**src/rtl/sr_cmd_gen.sv**
```systemverilog
// sr_cmd_gen: command front-end for the SR flip-flop stage.
// Two raw, possibly bouncing request lines are synchronised, debounced and
// edge-detected. The result is arbitrated into clean one-cycle s / r pulses
// that are spaced by a hold-off window. s and r are never high together.

// ---------------------------------------------------------------------------
// sr_cmd_debounce: one request channel.
// 2-flop synchroniser, counter debounce and rising-edge detect.
// ---------------------------------------------------------------------------
module sr_cmd_debounce #(
    parameter int DEB_CYCLES = 4
) (
    input  logic clk,
    input  logic rst,
    input  logic raw,
    output logic rise
);

    localparam int CNT_W = $clog2(DEB_CYCLES + 1);
    localparam logic [CNT_W-1:0] CNT_LAST = CNT_W'(DEB_CYCLES - 1);

    logic             sync_1;
    logic             x_sync;
    logic             deb;
    logic             deb_d;
    logic [CNT_W-1:0] cnt;

    // Two-flop synchroniser; the raw line is never used before x_sync.
    always_ff @(posedge clk) begin
        // NOTE: non-blocking assignments keep every flop sampling the
        // pre-edge value, so the chain shifts by exactly one stage per clock.
        if (rst) begin
            sync_1 <= 1'b0;
            x_sync <= 1'b0;
        end else begin
            sync_1 <= raw;
            x_sync <= sync_1;
        end
    end

    // Debounce: deb only follows x_sync after DEB_CYCLES consecutive
    // mismatches; any sample that agrees with deb restarts the count.
    always_ff @(posedge clk) begin
        if (rst) begin
            cnt <= '0;
            deb <= 1'b0;
        end else if (x_sync == deb) begin
            cnt <= '0;
        end else if (cnt == CNT_LAST) begin
            deb <= ~deb;
            cnt <= '0;
        end else begin
            cnt <= cnt + 1'b1;
        end
    end

    // Delayed copy of deb for edge detection.
    always_ff @(posedge clk) begin
        if (rst) begin
            deb_d <= 1'b0;
        end else begin
            deb_d <= deb;
        end
    end

    // Only the 0->1 transition of the debounced value is a request.
    assign rise = deb & ~deb_d;

endmodule

// ---------------------------------------------------------------------------
// sr_cmd_gen: top level.
// ---------------------------------------------------------------------------
module sr_cmd_gen #(
    parameter int DEB_CYCLES = 4,
    parameter int HOLDOFF    = 2
) (
    input  logic clk,
    input  logic rst,
    input  logic set_in,
    input  logic reset_in,
    output logic s,
    output logic r,
    output logic busy
);

    // A zero-length hold-off still needs a one-bit counter to stay legal.
    localparam int HO_W = (HOLDOFF > 0) ? $clog2(HOLDOFF + 1) : 1;
    localparam logic [HO_W-1:0] HO_LOAD = HO_W'(HOLDOFF);

    logic            rise_s;
    logic            rise_r;
    logic            pending_s;
    logic            pending_r;
    logic [HO_W-1:0] holdoff;

    logic            issue_s;
    logic            issue_r;
    logic            pending_s_next;
    logic            pending_r_next;
    logic [HO_W-1:0] holdoff_next;

    sr_cmd_debounce #(
        .DEB_CYCLES (DEB_CYCLES)
    ) u_deb_set (
        .clk  (clk),
        .rst  (rst),
        .raw  (set_in),
        .rise (rise_s)
    );

    sr_cmd_debounce #(
        .DEB_CYCLES (DEB_CYCLES)
    ) u_deb_reset (
        .clk  (clk),
        .rst  (rst),
        .raw  (reset_in),
        .rise (rise_r)
    );

    // Arbitration and hold-off: reset requests win, and any issue drops a
    // simultaneous set request. New edges during hold-off wait in pending.
    always_comb begin
        // NOTE: every output of this block gets a default first, so no path
        // leaves a value unassigned and no latch is inferred.
        issue_s        = 1'b0;
        issue_r        = 1'b0;
        holdoff_next   = '0;

        if (holdoff == '0) begin
            if (pending_r) begin
                issue_r = 1'b1;
            end else if (pending_s) begin
                issue_s = 1'b1;
            end
        end

        if (issue_s || issue_r) begin
            holdoff_next = HO_LOAD;
        end else if (holdoff != '0) begin
            holdoff_next = holdoff - 1'b1;
        end

        // A fresh edge always lands; an edge on an already-pending channel
        // is simply absorbed by the OR.
        pending_r_next = rise_r | (pending_r & ~issue_r);
        pending_s_next = rise_s | (pending_s & ~(issue_s | issue_r));
    end

    // State and registered outputs.
    always_ff @(posedge clk) begin
        if (rst) begin
            pending_s <= 1'b0;
            pending_r <= 1'b0;
            holdoff   <= '0;
            s         <= 1'b0;
            r         <= 1'b0;
            busy      <= 1'b0;
        end else begin
            pending_s <= pending_s_next;
            pending_r <= pending_r_next;
            holdoff   <= holdoff_next;
            s         <= issue_s;
            r         <= issue_r;
            busy      <= (holdoff_next != '0);
        end
    end

endmodule

```
**config.mk**
```make
export PLATFORM = sky130hd
export DESIGN_NAME = sr_cmd_gen
export DESIGN_NICKNAME = d
export VERILOG_FILES = /design/src/rtl/sr_cmd_gen.sv
export SDC_FILE = /design/constraint.sdc
export NUM_CORES = 1
export LEC_CHECK = 0
export CAP_MARGIN = 15
export CORE_MARGIN = 3
export CORE_UTILIZATION = 47
export CTS_CLUSTER_DIAMETER = 30
export DETAILED_ROUTE_END_ITERATION = 12
export PLACE_DENSITY = 0.66
export SETUP_SLACK_MARGIN = 0.4
export SLEW_MARGIN = 20
export SYNTH_ARGS = -nofsm -noshare
export SYNTH_HDL_FRONTEND = slang
export SYNTH_SLANG_ARGS = --single-unit
```
**constraint.sdc**
```tcl
create_clock -name clk -period 1 [get_ports clk]
set_input_delay 0.2 -clock clk [delete_from_list [all_inputs] [get_ports clk]]
set_output_delay 0.2 -clock clk [all_outputs]
set_load 0.02 [all_outputs]
```
==> flow_summary.yaml, run 1 <==
yosys:
  syn-mean-instance-area_sq_um: 11.7
  syn_inst: 62
  synthTopCellsByArea: "dfxtp_1, ha_1, nor4b_2"
  post-synth-top-count-cell: "dfxtp_1"
  synth_edf_count: 0
  yosysSeqAreaShare_pct: 57.8
  synth_top_area_share_pct: 57.8
  yosys_warnings: 0
  async_flop_share_pct: 0
  synth-main-ff-cell: "dfxtp_1"
  synthesis.nets: 70
  ys_ff_latch: 21
  yosys.area.top_type: "dfxtp_1"
  synth_common_cells: "dfxtp_1, nor2b_1, nor4_1"
  syn_area_sq_um: 727
  synth_cell_types: 19
timing:
  maxSlewHeadroom_pct: 76.7
  holdWs_ps: 384
  clock_skew_ps: 3.64
  fmax_mhz: 961
  finalCritPeriodShare_pct: 104
  rsz0062_at_grt: "true"
  setup_viol: 6
  worstMarginPinSlew_ps: 347
  drv_slew: 0
  min_period_ps: 1040
  final.setup.worst_slack_ps: -40.2
  hold_violations: 0
floorplanning:
  std_cell_rows: 13
  pin_count: 7
  die_y_um: 45.3
  core_sq_um: 1380
  dieArea_sq_um: 2050
  start_util_pct: 52.6
  die_w_um: 45.3
setup_path:
  worstSetupPathType: "flop to flop"
  crit_path_end_kind: "flop"
  critPathLaunch: "u_deb_reset.cnt[0]"
  arrival_ps: 1230
  critical_path.max_fanout: 4
  required_ps: 1190
  timing.rr.start: "u_deb_reset.cnt[0]"
  critPathLaunchType: "flop"
detailed_routing:
  dr_wl_met2_um: 667
  drt_iter0_drc: 4
  post_drt_wl_per_cell_um: 14.6
  num_vias: 484
  highest_layer: "met4"
  drc_errors: 0
  drt-total-wl_um: 1330
  postRouteAntennaNets: 0
  routedLengthMet1_um: 608
  via_per_inst: 5.32
  drtPass1Iterations: 3
  dr_wl_met3_um: 40
flow_run:
  max_cap_viol_count: 0
cts:
  cts_buffer_depth: 2
  clk_pin_slew_ps: 110
  numCtsBuffers: 3
  clock_latency_ps: 290
  cts_root_buffer: "clkbuf_4"
  cts_max_level: 1
  cts_tree: "built"
  cts.sinks: 21
worst_hold_path:
  hp-class: "input pin to flop"
  min_from: "rst"
final_layout:
  fin_area_sq_um: 1130
  drive_gt1_share_pct: 63.2
  antenna_cells: 0
  fillCellCount: 81
  area_delta_synth_final_pct: 55.1
  fin_util_pct: 81.5
  nets: 85
global_route:
  antenna_found_initial: 0
  grt_pass1_wl_um: 1950
  grt-ovfl-total: 0
  grt_start_max_net_pins: 12
  track_usage_pct: 12.9
  grt_pass1_vias: 454
power_and_ir_drop:
  p_int_uw: 1030
  vdd_drop_max_uv: 867
  pwr-share-comb_pct: 6.0
  p_per_area_nw_per_um2: 1160
  leakagePower_uw: 0.000361
  p_sw_share_pct: 20.9
  sequentialPowerShare_pct: 64.4
  p_clk_share_pct: 29.6
  p_switching_uw: 273
status:
  outcome: "complete, but fails checks"
  violations: "setup timing"
placed_design:
  dp_slack_ps: -190
  dpl-instance-area_sq_um: 876
  gp_congestion: 0.631
  port_buffers: 6
  dp_hpwl_um: 669
==> repair_timing <==
action                                  4_1_cts  5_1_grt
pin swaps                                     3        1
hold buffers                                  0        0
buffers inserted                              1        3
gates cloned                                  1        0
endpoints found under the setup margin       24       20
resized for setup                            33       19
==> metal layers <==
metal,global-route usage [%],vias to the layer above
li1,-,246
met1,18.0,229
met2,17.8,7
met3,3.98,2
met4,6.43,0
met5,0,-
==> per-stage QoR <==
stage | setup TNS [ps] | std cells | total power, uW
finish | -101 | 91 | 1310
global route | -406 | 91 | 1360
CTS | -29.1 | 88 | 1310
detailed placement | -2250 | 82 | 914
global placement | -2040 | 82 | 913
floorplan | 0 | 62 | 891
==> registers in the layout, indices dropped and copies added, names as in the netlist <==
name / cells
busy: 1
holdoff: 2
pending_r: 1
pending_s: 1
r: 1
s: 1
u_deb_reset.cnt: 3
u_deb_reset.deb: 1
u_deb_reset.deb_d: 1
u_deb_reset.sync_1: 1
u_deb_reset.x_sync: 1
u_deb_set.cnt: 3
u_deb_set.deb: 1
u_deb_set.deb_d: 1
u_deb_set.sync_1: 1
u_deb_set.x_sync: 1
==> final timing paths <==
path,depth (start not counted),slack [ps],to
worst min register to register,1,450,u_deb_set.x_sync
worst max register to register,3,-40,u_deb_reset.cnt[0]
worst min-delay path,3,380,pending_r
worst max-delay path,3,-40,u_deb_reset.cnt[0]
==> power by group through the flow <==
stage | registers, uW | clock network, uW | logic, uW
6_report | 841 | 387 | 77.8
5_1_grt | 843 | 440 | 82.6
4_1_cts | 846 | 395 | 68.2
3_5_place_dp | 865 | 0 | 48.9
3_3_place_gp | 865 | 0 | 47.9
2_1_floorplan | 864 | 0 | 26.5
==> layout by cell type, fill, tap and decap left out, types with 2 or more instances in the layout <==
cell type and n:
dfxtp_2 9, dfxtp_1 8, nor2b_1 5, buf_6 5, ha_4 4, dfxtp_4 4, nor4_4 3, clkbuf_4 3
inv_1 2, xnor2_2 2, nor4b_4 2, o21ai_2 2, nand2b_1 2, a21oi_1 2, mux2i_1 2, nor2_1 2
clkdlybuf4s50_1 2, buf_12 2
==> area by class of cell <==
cell class	count	area [sq um]	area share, %
clock buffer	4	26.3	2.33
inverter	3	11.3	0.999
multi-input combinational	36	462	41.0
sequential	21	447	39.6
tap	15	18.8	1.66
timing repair buffer	12	163	14.4
==> kinds of logic after synthesis <==
group | Yosys count | synth area share, %
AO/OA/AOI/OAI | 7 | 5.51
flip-flops | 21 | 57.8
AND/OR/NAND/NOR | 21 | 21.3
buffers and inverters | 5 | 3.27
XOR/XNOR | 2 | 2.41
adder cells (fa/ha/maj) | 4 | 6.88
multiplexers | 2 | 2.75
==> worst max-delay path, stage by stage (launching register included) <==
cell and delay (ps):
dfxtp_2 350, ha_4 160, ha_4 180, nor4_1 250
Note: power is estimated with default switching activity, not from simulation.
==> run 2: changes to the inputs <==
--- a/config.mk
+++ b/config.mk
@@ -7,10 +7,10 @@
 export LEC_CHECK = 0
 export CAP_MARGIN = 15
 export CORE_MARGIN = 3
-export CORE_UTILIZATION = 47
+export CORE_UTILIZATION = 35
 export CTS_CLUSTER_DIAMETER = 30
 export DETAILED_ROUTE_END_ITERATION = 12
-export PLACE_DENSITY = 0.66
+export PLACE_DENSITY = 0.51
 export SETUP_SLACK_MARGIN = 0.4
 export SLEW_MARGIN = 20
 export SYNTH_ARGS = -nofsm -noshare
==> flow_summary.yaml, run 2 (synthesis results as in run 1) <==
status:
  outcome: "complete, no violations"
final_layout:
  drive_gt1_share_pct: 56.0
  fin_cells: 100
  layout_common_cells: "dfxtp_2, dfxtp_1, nor2b_1"
  reg_top3: "u_deb_reset.cnt (3), u_deb_set.cnt (3), holdoff (2)"
  antenna_cells: 0
  nets: 84
  area_delta_synth_final_pct: 43.5
detailed_routing:
  num_vias: 466
  drc_errors: 0
  via_per_inst: 4.66
  postRouteAntennaNets: 0
  post_drt_wl_per_cell_um: 11.8
  drt_iter0_drc: 1
  drt-total-wl_um: 1180
  drtPass1Iterations: 2
setup_path:
  crit_family: "flip-flops"
  reg2reg_depth: 3
  cp_num_cells: 3
  arrival_ps: 1200
  critical_path.max_fanout: 4
  path_common_cell: "ha_4"
  critPathLaunchType: "flop"
  crit_path_end_kind: "flop"
  required_ps: 1210
  crit_slowest_cell: "dfxtp_2"
  worstPathCellList: "ha_4 -> ha_4 -> nor4_1"
  crit_buf_inv: 0
  worstSetupPathType: "flop to flop"
  slowest_delay_ps: 350
global_route:
  grt_pass1_wl_um: 2150
  grt_pass1_vias: 471
  grt_start_max_net_pins: 12
  grt-ovfl-total: 0
  track_usage_pct: 11.3
  antenna_found_initial: 0
timing:
  fmax_mhz: 1010
  finalCritPeriodShare_pct: 99.2
  drv_slew: 0
  min_period_ps: 992
  clock_skew_ps: 1.39
  hold_violations: 0
  worstMarginPinSlew_ps: 438
  final.setup.worst_slack_ps: 8.00
  maxSlewHeadroom_pct: 70.6
  setup_viol: 0
  rsz0062_at_grt: "true"
  holdWs_ps: 276
flow_run:
  max_cap_viol_count: 0
power_and_ir_drop:
  sequentialPowerShare_pct: 64.3
  p_int_uw: 1030
  p_per_area_nw_per_um2: 1260
  leakagePower_uw: 0.000346
  p_clk_share_pct: 30.3
  p_sw_share_pct: 21.1
  pwr-share-comb_pct: 5.4
  p_switching_uw: 277
  vdd_drop_max_uv: 637
floorplanning:
  die_w_um: 51.6
  core_sq_um: 1840
  pin_count: 7
  std_cell_rows: 15
  start_util_pct: 39.5
  dieArea_sq_um: 2660
  die_y_um: 51.6
placed_design:
  dp_slack_ps: -171
  placed_cells_incl_taps: 93
  port_buffers: 6
  gp_congestion: 0.654
  dp_hpwl_um: 674
cts:
  cts.sinks: 21
  clk_pin_slew_ps: 110
  numCtsBuffers: 3
  cts_max_level: 1
  clock_latency_ps: 290
  cts_buffer_depth: 2
  cts_root_buffer: "clkbuf_4"
  cts_tree: "built"
worst_hold_path:
  hp-class: "input pin to flop"
  worstHoldPathCells: 3
[run 2: final cells by class]
type	instances	area (sq um)
clock buffers	4	26.3
fillers	175	796
inverters	3	13.8
multi-input cells	36	397
flip-flops and latches	21	443
well taps	25	31.3
repair buffers	11	133
[run 2: path summary, 6_finish.rpt]
kind,startpoint,to,slack [ps]
max reg2reg,u_deb_set.cnt[0],u_deb_set.cnt[2],8
min,rst,busy,280
min reg2reg,u_deb_set.cnt[0],u_deb_set.cnt[0],440
max,u_deb_set.cnt[0],u_deb_set.cnt[2],8
[run 2: timing repair]
action / in CTS / in global routing
hold buffers: 0 / 0
gates cloned: 1 / 0
gates resized for setup: 37 / 5
pin swaps: 4 / 3
endpoints found under the setup margin: 24 / 20
setup buffers: 2 / 0
[run 2: layer usage]
layer | track usage (%) | vias up | routed length, um | part of all wire [%]
met1 | 13.7 | 215 | 592 | 50
li1 | - | 244 | - | -
met5 | 0 | - | 0 | 0
met4 | 6.55 | 0 | 0 | 0
met3 | 3.44 | 0 | 40 | 3.4
met2 | 17.6 | 7 | 543 | 46
[run 2: power groups by stage]
stage / clock, uW / sequential, uW / combinational (uW)
after floorplan: 0 / 864 / 26.5
after global placement: 0 / 865 / 52.2
after detailed placement: 0 / 865 / 52.4
after CTS: 423 / 843 / 69.4
after global routing: 458 / 845 / 77.0
final: 397 / 843 / 71.0
[run 2: metrics by stage]
stage	instance area, sq um	util, %	setup TNS [ps]	total power (uW)
after floorplan	790	-	0	891
after global placement	896	48.7	-2320	917
after detailed placement	896	48.7	-2400	918
after CTS	1020	55.4	-16.2	1340
after global routing	1040	56.7	-184	1380
final	1040	56.7	0	1310
[run 2: worst reg2reg max path, stage by stage (launching register included)]
cell and delay, ps:
dfxtp_2 350, ha_4 160, ha_4 170, nor4_1 240
